**config.mk**
```make
export PLATFORM = sky130hd
export DESIGN_NAME = wordcopy_sched
export DESIGN_NICKNAME = d
export VERILOG_FILES = /design/src/rtl/wordcopy_sched_pkg.sv /design/src/rtl/sched_desc_fifo.sv /design/src/rtl/wordcopy_sched.sv
export SDC_FILE = /design/constraint.sdc
export NUM_CORES = 1
export LEC_CHECK = 0
export CORE_MARGIN = 5
export CORE_UTILIZATION = 60
export DETAILED_ROUTE_END_ITERATION = 10
export PLACE_DENSITY = 0.8
export SLEW_MARGIN = 0
export SYNTH_ARGS = -nofsm -noshare
export SYNTH_HDL_FRONTEND = slang
export SYNTH_HIERARCHICAL = 1
export SYNTH_SLANG_ARGS = --single-unit
```
**constraint.sdc**
```tcl
create_clock -name clk -period 13 [get_ports clk]
set_input_delay 1.95 -clock clk [delete_from_list [all_inputs] [get_ports clk]]
set_output_delay 1.95 -clock clk [all_outputs]
set_load 0.005 [all_outputs]
```
**src/rtl/wordcopy_sched_pkg.sv**
```systemverilog
// wordcopy_sched_pkg: shared types and constants for the wordcopy descriptor scheduler.
//   - host register map (REG_*), wordcopy slave register offsets (WC_*)
//   - desc_t: one queued copy job {dst, src, cnt}
//   - sched_state_e: sequencing FSM states
package wordcopy_sched_pkg;

    localparam int unsigned DESC_AW = 32;

    // Host-side register map
    localparam logic [2:0] REG_DST    = 3'd0;
    localparam logic [2:0] REG_SRC    = 3'd1;
    localparam logic [2:0] REG_CNT    = 3'd2;
    localparam logic [2:0] REG_PUSH   = 3'd3;
    localparam logic [2:0] REG_STATUS = 3'd4;
    localparam logic [2:0] REG_DONE   = 3'd5;
    localparam logic [2:0] REG_CTRL   = 3'd6;

    // wordcopy slave register offsets
    localparam logic [3:0] WC_START = 4'd0;
    localparam logic [3:0] WC_DST   = 4'd1;
    localparam logic [3:0] WC_SRC   = 4'd2;
    localparam logic [3:0] WC_CNT   = 4'd3;

    typedef struct packed {
        logic [DESC_AW-1:0] dst;
        logic [DESC_AW-1:0] src;
        logic [DESC_AW-1:0] cnt;
    } desc_t;

    typedef enum logic [2:0] {
        IDLE,
        WR_DST,
        WR_SRC,
        WR_CNT,
        WR_START,
        WAIT_DONE,
        RETIRE
    } sched_state_e;

endpackage

```
**src/rtl/sched_desc_fifo.sv**
```systemverilog
// sched_desc_fifo: synchronous FIFO of copy descriptors.
// Ports:
//   clk, rst          clock, asynchronous active-high reset
//   push, push_data   enqueue request and descriptor (ignored when full unless popping)
//   pop, pop_data     dequeue request (ignored when empty); pop_data is the current head
//   full, empty       occupancy flags
//   level             number of stored entries (0..DEPTH)
module sched_desc_fifo
    import wordcopy_sched_pkg::*;
#(
    parameter int unsigned DEPTH = 4
) (
    input  logic       clk,
    input  logic       rst,
    input  logic       push,
    input  desc_t      push_data,
    input  logic       pop,
    output desc_t      pop_data,
    output logic       full,
    output logic       empty,
    output logic [4:0] level
);

    localparam int unsigned PW = (DEPTH > 1) ? $clog2(DEPTH) : 1;

    desc_t          mem [DEPTH];
    logic [PW-1:0]  wr_ptr_q;
    logic [PW-1:0]  rd_ptr_q;
    logic [4:0]     count_q;
    logic           push_ok;
    logic           pop_ok;

    assign full     = (count_q == 5'(DEPTH));
    assign empty    = (count_q == 5'd0);
    assign level    = count_q;
    assign pop_data = mem[rd_ptr_q];

    // A full FIFO still accepts a push when a pop frees a slot in the same cycle.
    assign pop_ok  = pop && !empty;
    assign push_ok = push && (!full || pop_ok);

    always_ff @(posedge clk) begin
        if (push_ok) begin
            mem[wr_ptr_q] <= push_data;
        end
    end

    // DEPTH is a power of two, so the pointers wrap naturally.
    always_ff @(posedge clk or posedge rst) begin
        if (rst) begin
            wr_ptr_q <= '0;
            rd_ptr_q <= '0;
            count_q  <= '0;
        end else begin
            if (push_ok) wr_ptr_q <= wr_ptr_q + 1'b1;
            if (pop_ok)  rd_ptr_q <= rd_ptr_q + 1'b1;
            if (push_ok && !pop_ok)      count_q <= count_q + 5'd1;
            else if (pop_ok && !push_ok) count_q <= count_q - 5'd1;
        end
    end

endmodule

```
**src/rtl/wordcopy_sched.sv**
```systemverilog
// wordcopy_sched: queues copy descriptors from the host and sequences the wordcopy
// accelerator through its slave port (dst, src, count, start, then a stalling done read).
// Optional feature macro: WORDCOPY_SCHED_IRQ_EN adds the irq output (queue-drained interrupt).
// Ports:
//   clk, rst                 clock, asynchronous active-high reset
//   slave_*                  host register port (single-cycle, waitrequest tied 0)
//   copy_*                   master side towards wordcopy's slave port
//   irq                      (WORDCOPY_SCHED_IRQ_EN only) irq pending flag
module wordcopy_sched
    import wordcopy_sched_pkg::*;
#(
    parameter int unsigned DEPTH = 4,
    parameter int unsigned AW    = DESC_AW
) (
    input  logic        clk,
    input  logic        rst,
    output logic        slave_waitrequest,
    input  logic [2:0]  slave_address,
    input  logic        slave_read,
    output logic [31:0] slave_readdata,
    input  logic        slave_write,
    input  logic [31:0] slave_writedata,
    input  logic        copy_waitrequest,
    output logic [3:0]  copy_address,
    output logic        copy_read,
    input  logic [31:0] copy_readdata,
    output logic        copy_write,
    output logic [31:0] copy_writedata
`ifdef WORDCOPY_SCHED_IRQ_EN
    ,
    output logic        irq
`endif
);

    logic [AW-1:0] dst_q;
    logic [AW-1:0] src_q;
    logic [AW-1:0] cnt_q;
    desc_t         active_q;
    sched_state_e  state_q;
    logic [31:0]   done_q;
    logic          ovf_q;
    logic          irq_pend;

    desc_t         push_desc;
    desc_t         head;
    logic          push;
    logic          pop;
    logic          fifo_full;
    logic          fifo_empty;
    logic [4:0]    fifo_level;
    logic          busy;
    logic          wr_ctrl;
    logic          unused_inputs;

    // Read strobe has no side effects and wordcopy's read data is irrelevant: the done
    // read exists only for its stall.
    assign unused_inputs = ^{slave_read, copy_readdata};

    assign slave_waitrequest = 1'b0;

    assign push    = slave_write && (slave_address == REG_PUSH);
    assign wr_ctrl = slave_write && (slave_address == REG_CTRL);
    assign pop     = (state_q == IDLE) && !fifo_empty;
    assign busy    = (state_q != IDLE) || !fifo_empty;

    assign push_desc = '{dst: dst_q, src: src_q, cnt: cnt_q};

    sched_desc_fifo #(
        .DEPTH (DEPTH)
    ) u_fifo (
        .clk       (clk),
        .rst       (rst),
        .push      (push),
        .push_data (push_desc),
        .pop       (pop),
        .pop_data  (head),
        .full      (fifo_full),
        .empty     (fifo_empty),
        .level     (fifo_level)
    );

    // Staging registers, retired-job counter and overflow flag.
    always_ff @(posedge clk or posedge rst) begin
        if (rst) begin
            dst_q  <= '0;
            src_q  <= '0;
            cnt_q  <= '0;
            done_q <= '0;
            ovf_q  <= 1'b0;
        end else begin
            if (slave_write && slave_address == REG_DST) dst_q <= slave_writedata[AW-1:0];
            if (slave_write && slave_address == REG_SRC) src_q <= slave_writedata[AW-1:0];
            if (slave_write && slave_address == REG_CNT) cnt_q <= slave_writedata[AW-1:0];

            if (slave_write && slave_address == REG_DONE) done_q <= '0;
            else if (state_q == RETIRE)                   done_q <= done_q + 32'd1;

            if (push && fifo_full && !pop)          ovf_q <= 1'b1;
            else if (wr_ctrl && slave_writedata[0]) ovf_q <= 1'b0;
        end
    end

`ifdef WORDCOPY_SCHED_IRQ_EN
    logic irq_q;

    // Queue drained: last job retires with nothing left and nothing arriving.
    always_ff @(posedge clk or posedge rst) begin
        if (rst) begin
            irq_q <= 1'b0;
        end else if (state_q == RETIRE && fifo_empty && !push) begin
            irq_q <= 1'b1;
        end else if (wr_ctrl && slave_writedata[1]) begin
            irq_q <= 1'b0;
        end
    end

    assign irq_pend = irq_q;
    assign irq      = irq_q;
`else
    assign irq_pend = 1'b0;
`endif

    // Sequencer with registered copy_* outputs. Each bus state holds its outputs until
    // the cycle wordcopy drops waitrequest, then loads the next state's values.
    always_ff @(posedge clk or posedge rst) begin
        if (rst) begin
            state_q        <= IDLE;
            active_q       <= '0;
            copy_write     <= 1'b0;
            copy_read      <= 1'b0;
            copy_address   <= '0;
            copy_writedata <= '0;
        end else begin
            unique case (state_q)
                IDLE: begin
                    if (pop) begin
                        active_q <= head;
                        if (head.cnt == '0) begin
                            state_q <= RETIRE;
                        end else begin
                            state_q        <= WR_DST;
                            copy_write     <= 1'b1;
                            copy_address   <= WC_DST;
                            copy_writedata <= head.dst;
                        end
                    end
                end
                WR_DST: begin
                    if (!copy_waitrequest) begin
                        state_q        <= WR_SRC;
                        copy_address   <= WC_SRC;
                        copy_writedata <= active_q.src;
                    end
                end
                WR_SRC: begin
                    if (!copy_waitrequest) begin
                        state_q        <= WR_CNT;
                        copy_address   <= WC_CNT;
                        copy_writedata <= active_q.cnt;
                    end
                end
                WR_CNT: begin
                    if (!copy_waitrequest) begin
                        state_q        <= WR_START;
                        copy_address   <= WC_START;
                        copy_writedata <= 32'd1;
                    end
                end
                WR_START: begin
                    if (!copy_waitrequest) begin
                        state_q        <= WAIT_DONE;
                        copy_write     <= 1'b0;
                        copy_read      <= 1'b1;
                        copy_address   <= WC_START;
                        copy_writedata <= '0;
                    end
                end
                WAIT_DONE: begin
                    if (!copy_waitrequest) begin
                        state_q   <= RETIRE;
                        copy_read <= 1'b0;
                    end
                end
                RETIRE: begin
                    state_q <= IDLE;
                end
                default: begin
                    state_q <= IDLE;
                end
            endcase
        end
    end

    always_comb begin
        slave_readdata = '0;
        case (slave_address)
            REG_DST:    slave_readdata = 32'(dst_q);
            REG_SRC:    slave_readdata = 32'(src_q);
            REG_CNT:    slave_readdata = 32'(cnt_q);
            REG_STATUS: slave_readdata = {21'd0, irq_pend, ovf_q, busy, 3'd0, fifo_level};
            REG_DONE:   slave_readdata = done_q;
            default:    slave_readdata = '0;
        endcase
    end

endmodule

```
==> results.cfg <==
[status]
status = complete, no violations

[grt]
grt_overflow = 0
grt_pass1_wl_mm = 91.13
grt.total_usage_pct = 25.51
first_global_vias = 15425
antenna_found_initial = 4
grt_max_degree = 93

[synthesis]
yosysUniqueCellTypes = 62
ys_async_sr_fraction_pct = 38.56
syn_area_per_cell_um2 = 15.62
yosys_warnings = 6
ys_seq_elements = 625
ys.flop_type = edfxtp_1
synth_edf_count = 384
ys_seq_area_share_pct = 69.25
syn-cell-area_um2 = 25360
syn_inst = 1624

[timing]
fin_crit_ns = 6.962
hold_viol_final = 0
fin_skew_ns = 0.02040
period_share_pct = 53.55
clock.fmax_mhz = 143.6
tightest_slew_ns = 1.085
holdWs_ns = 0.4747
maxSlewViolCount = 0
setup_viol = 0
rsz0062_at_grt = no
fin_tns_setup_ns = 0
relSlewSlack_pct = 27.67

[setup_path]
path_class = input pin to primary output
end_kind = primary output
crit_arrival_ns = 5.01
start_kind = input pin
required_ns = 11.05
cp_max_fo = 36

[floorplanning]
die_area_um2 = 46480
start_util_pct = 60.59
die_w_um = 215.6
core_um2 = 41850
ios = 143
dieHeight_um = 215.6
rows = 75

[pwr]
power.leakage_uw = 0.01087
design_power_total_uw = 6271
ir_drop_uv = 130.5
power_density_nw_per_um2 = 216.0

[cts]
htree_levels = 2
post-cts-setup-buffers = 0
clkSinkCount = 625
clk_path_buf_depth = 3
worstSkewPairLatency_ns = 0.62
clkTransAtPathRegs_ns = 0.06
cts_made_buffers = 58
cts-root-buf = clkbuf_16
ctsHoldBuffers = 0
tritoncts = built
cts_resized = 0

[drt]
drc = 0
ant_nets = 0
dr.pass1.iters = 7
vias_per_cell = 6.332
drt-total-wl_mm = 59.08
post_drt_wl_per_cell_um = 25.52
vias = 14659
drtIter0Drc = 1527

[cells_and_area]
final_cell_mix = edfxtp_1 (384), nand2_1 (269), dfrtp_1 (238)
drive_gt1_share_pct = 21.45
num-nets-final = 1809
final_cell_area_um2 = 29030
syn2layout_area_growth_pct = 14.48
layout_commonest_cell = edfxtp_1
diodes = 0

[place]
port_buffers = 106
dpl-instance-area_um2 = 26910
dp_hpwl_mm = 33.50
place_congestion = 0.8144

[flow_run]
drv_cap = 0

[min_path]
hold_path_class = flip-flop to flip-flop
==> registers in the layout (all words and copies together) (netlist names), 3 cells and up <==
| register | count |
|---|---|
| dst_q | 32 |
| src_q | 32 |
| copy_writedata | 32 |
| state_q | 3 |
| cnt_q | 32 |
| u_fifo/mem | 384 |
| active_q | 64 |
| done_q | 32 |
| u_fifo/level | 5 |
==> worst max-delay path: stages <==
cell,delay (ns)
buf_2,0.08
buf_4,0.55
inv_1,0.36
nor2_2,0.18
and2_1,0.86
nand2_1,0.26
o21ai_0,0.17
clkdlybuf4s50_1,0.56
==> cells by family after synthesis <==
family	Yosys count	share of synthesized area, %
flip-flops	625	69.25
AND/OR/NAND/NOR	423	7.223
multiplexers	258	15.86
AO/OA/AOI/OAI	159	3.799
buffers and inverters	111	2.038
XOR/XNOR	36	1.243
adder cells (fa/ha/maj)	11	0.5723
other	1	0.01479
==> layer usage <==
metal	part of all wire, %	global-route usage (%)	vias up
li1	-	-	6234
met1	39	34.79	7569
met2	50	42.35	722
met3	8.5	5.381	130
met4	2.8	7.489	4
met5	0.039	0	-
==> stage by stage <==
step	setup slack, ns	utilization (%)	instances
final	6.038	69.37	2315
after floorplan	4.689	-	1626
after global placement	6.185	64.30	2205
after detailed placement	6.070	64.30	2205
after global routing	5.978	69.37	2315
after CTS	6.074	69.37	2315
==> cell usage after synthesis (all sizes together) (2+ instances only) <==
cell type,count,area share [%]
and4,2,0.069
dfrtp,241,24
nor4,10,0.25
xnor2,11,0.38
a2111oi,3,0.20
and3,8,0.20
o22ai,4,0.12
and2,6,0.15
nand4,12,0.32
a22oi,32,0.95
nand2b,2,0.049
clkbuf,53,0.78
nand3,20,0.44
nand3b,3,0.14
a21oi,35,0.69
nor3,4,0.079
mux2,128,5.7
buf,38,0.96
nor2,70,1.0
inv,20,0.30
nand2,269,4.0
or2b,2,0.059
mux2i,28,1.1
ha,10,0.49
edfxtp,384,45
nor2b,4,0.099
o21ai,75,1.5
xor2,25,0.86
or2,3,0.074
mux4,102,9.1
or3,4,0.099
==> worst paths after layout <==
check	depth (start not counted)	start	to	slack [ns]
max reg2reg	8	u_fifo/rd_ptr_q[0]$_DFFE_PP0P_	copy_writedata[31]$_DFFE_PP0P_	8.03
min reg2reg	2	active_q[39]$_DFFE_PP0P_	active_q[39]$_DFFE_PP0P_	0.47
max	8	slave_address[0]	slave_readdata[20]	6.04
min in group asynchronous	2	rst	u_fifo/wr_ptr_q[1]$_DFFE_PP0P_	1.79
min	2	active_q[39]$_DFFE_PP0P_	active_q[39]$_DFFE_PP0P_	0.47
max in group asynchronous	4	rst	active_q[25]$_DFFE_PP0P_	8.69
==> layout make-up <==
type	instances	area (um^2)
timing repair buffer	131	1234
inverter	20	82.58
multi-input combinational	890	7351
clock buffer	79	1642
sequential	625	17570
clock inverter	31	478.0
fill	2564	12820
tap	539	674.4
==> power by group <==
| group | total (uW) | leakage, uW | internal [uW] | switching [uW] |
|---|---|---|---|---|
| Sequential | 2780 | 0.00647 | 2470 | 308 |
| Clock | 1850 | 0.00104 | 1130 | 729 |
| Combinational | 1640 | 0.00336 | 770 | 870 |
Note: power is estimated with default switching activity, not from simulation.
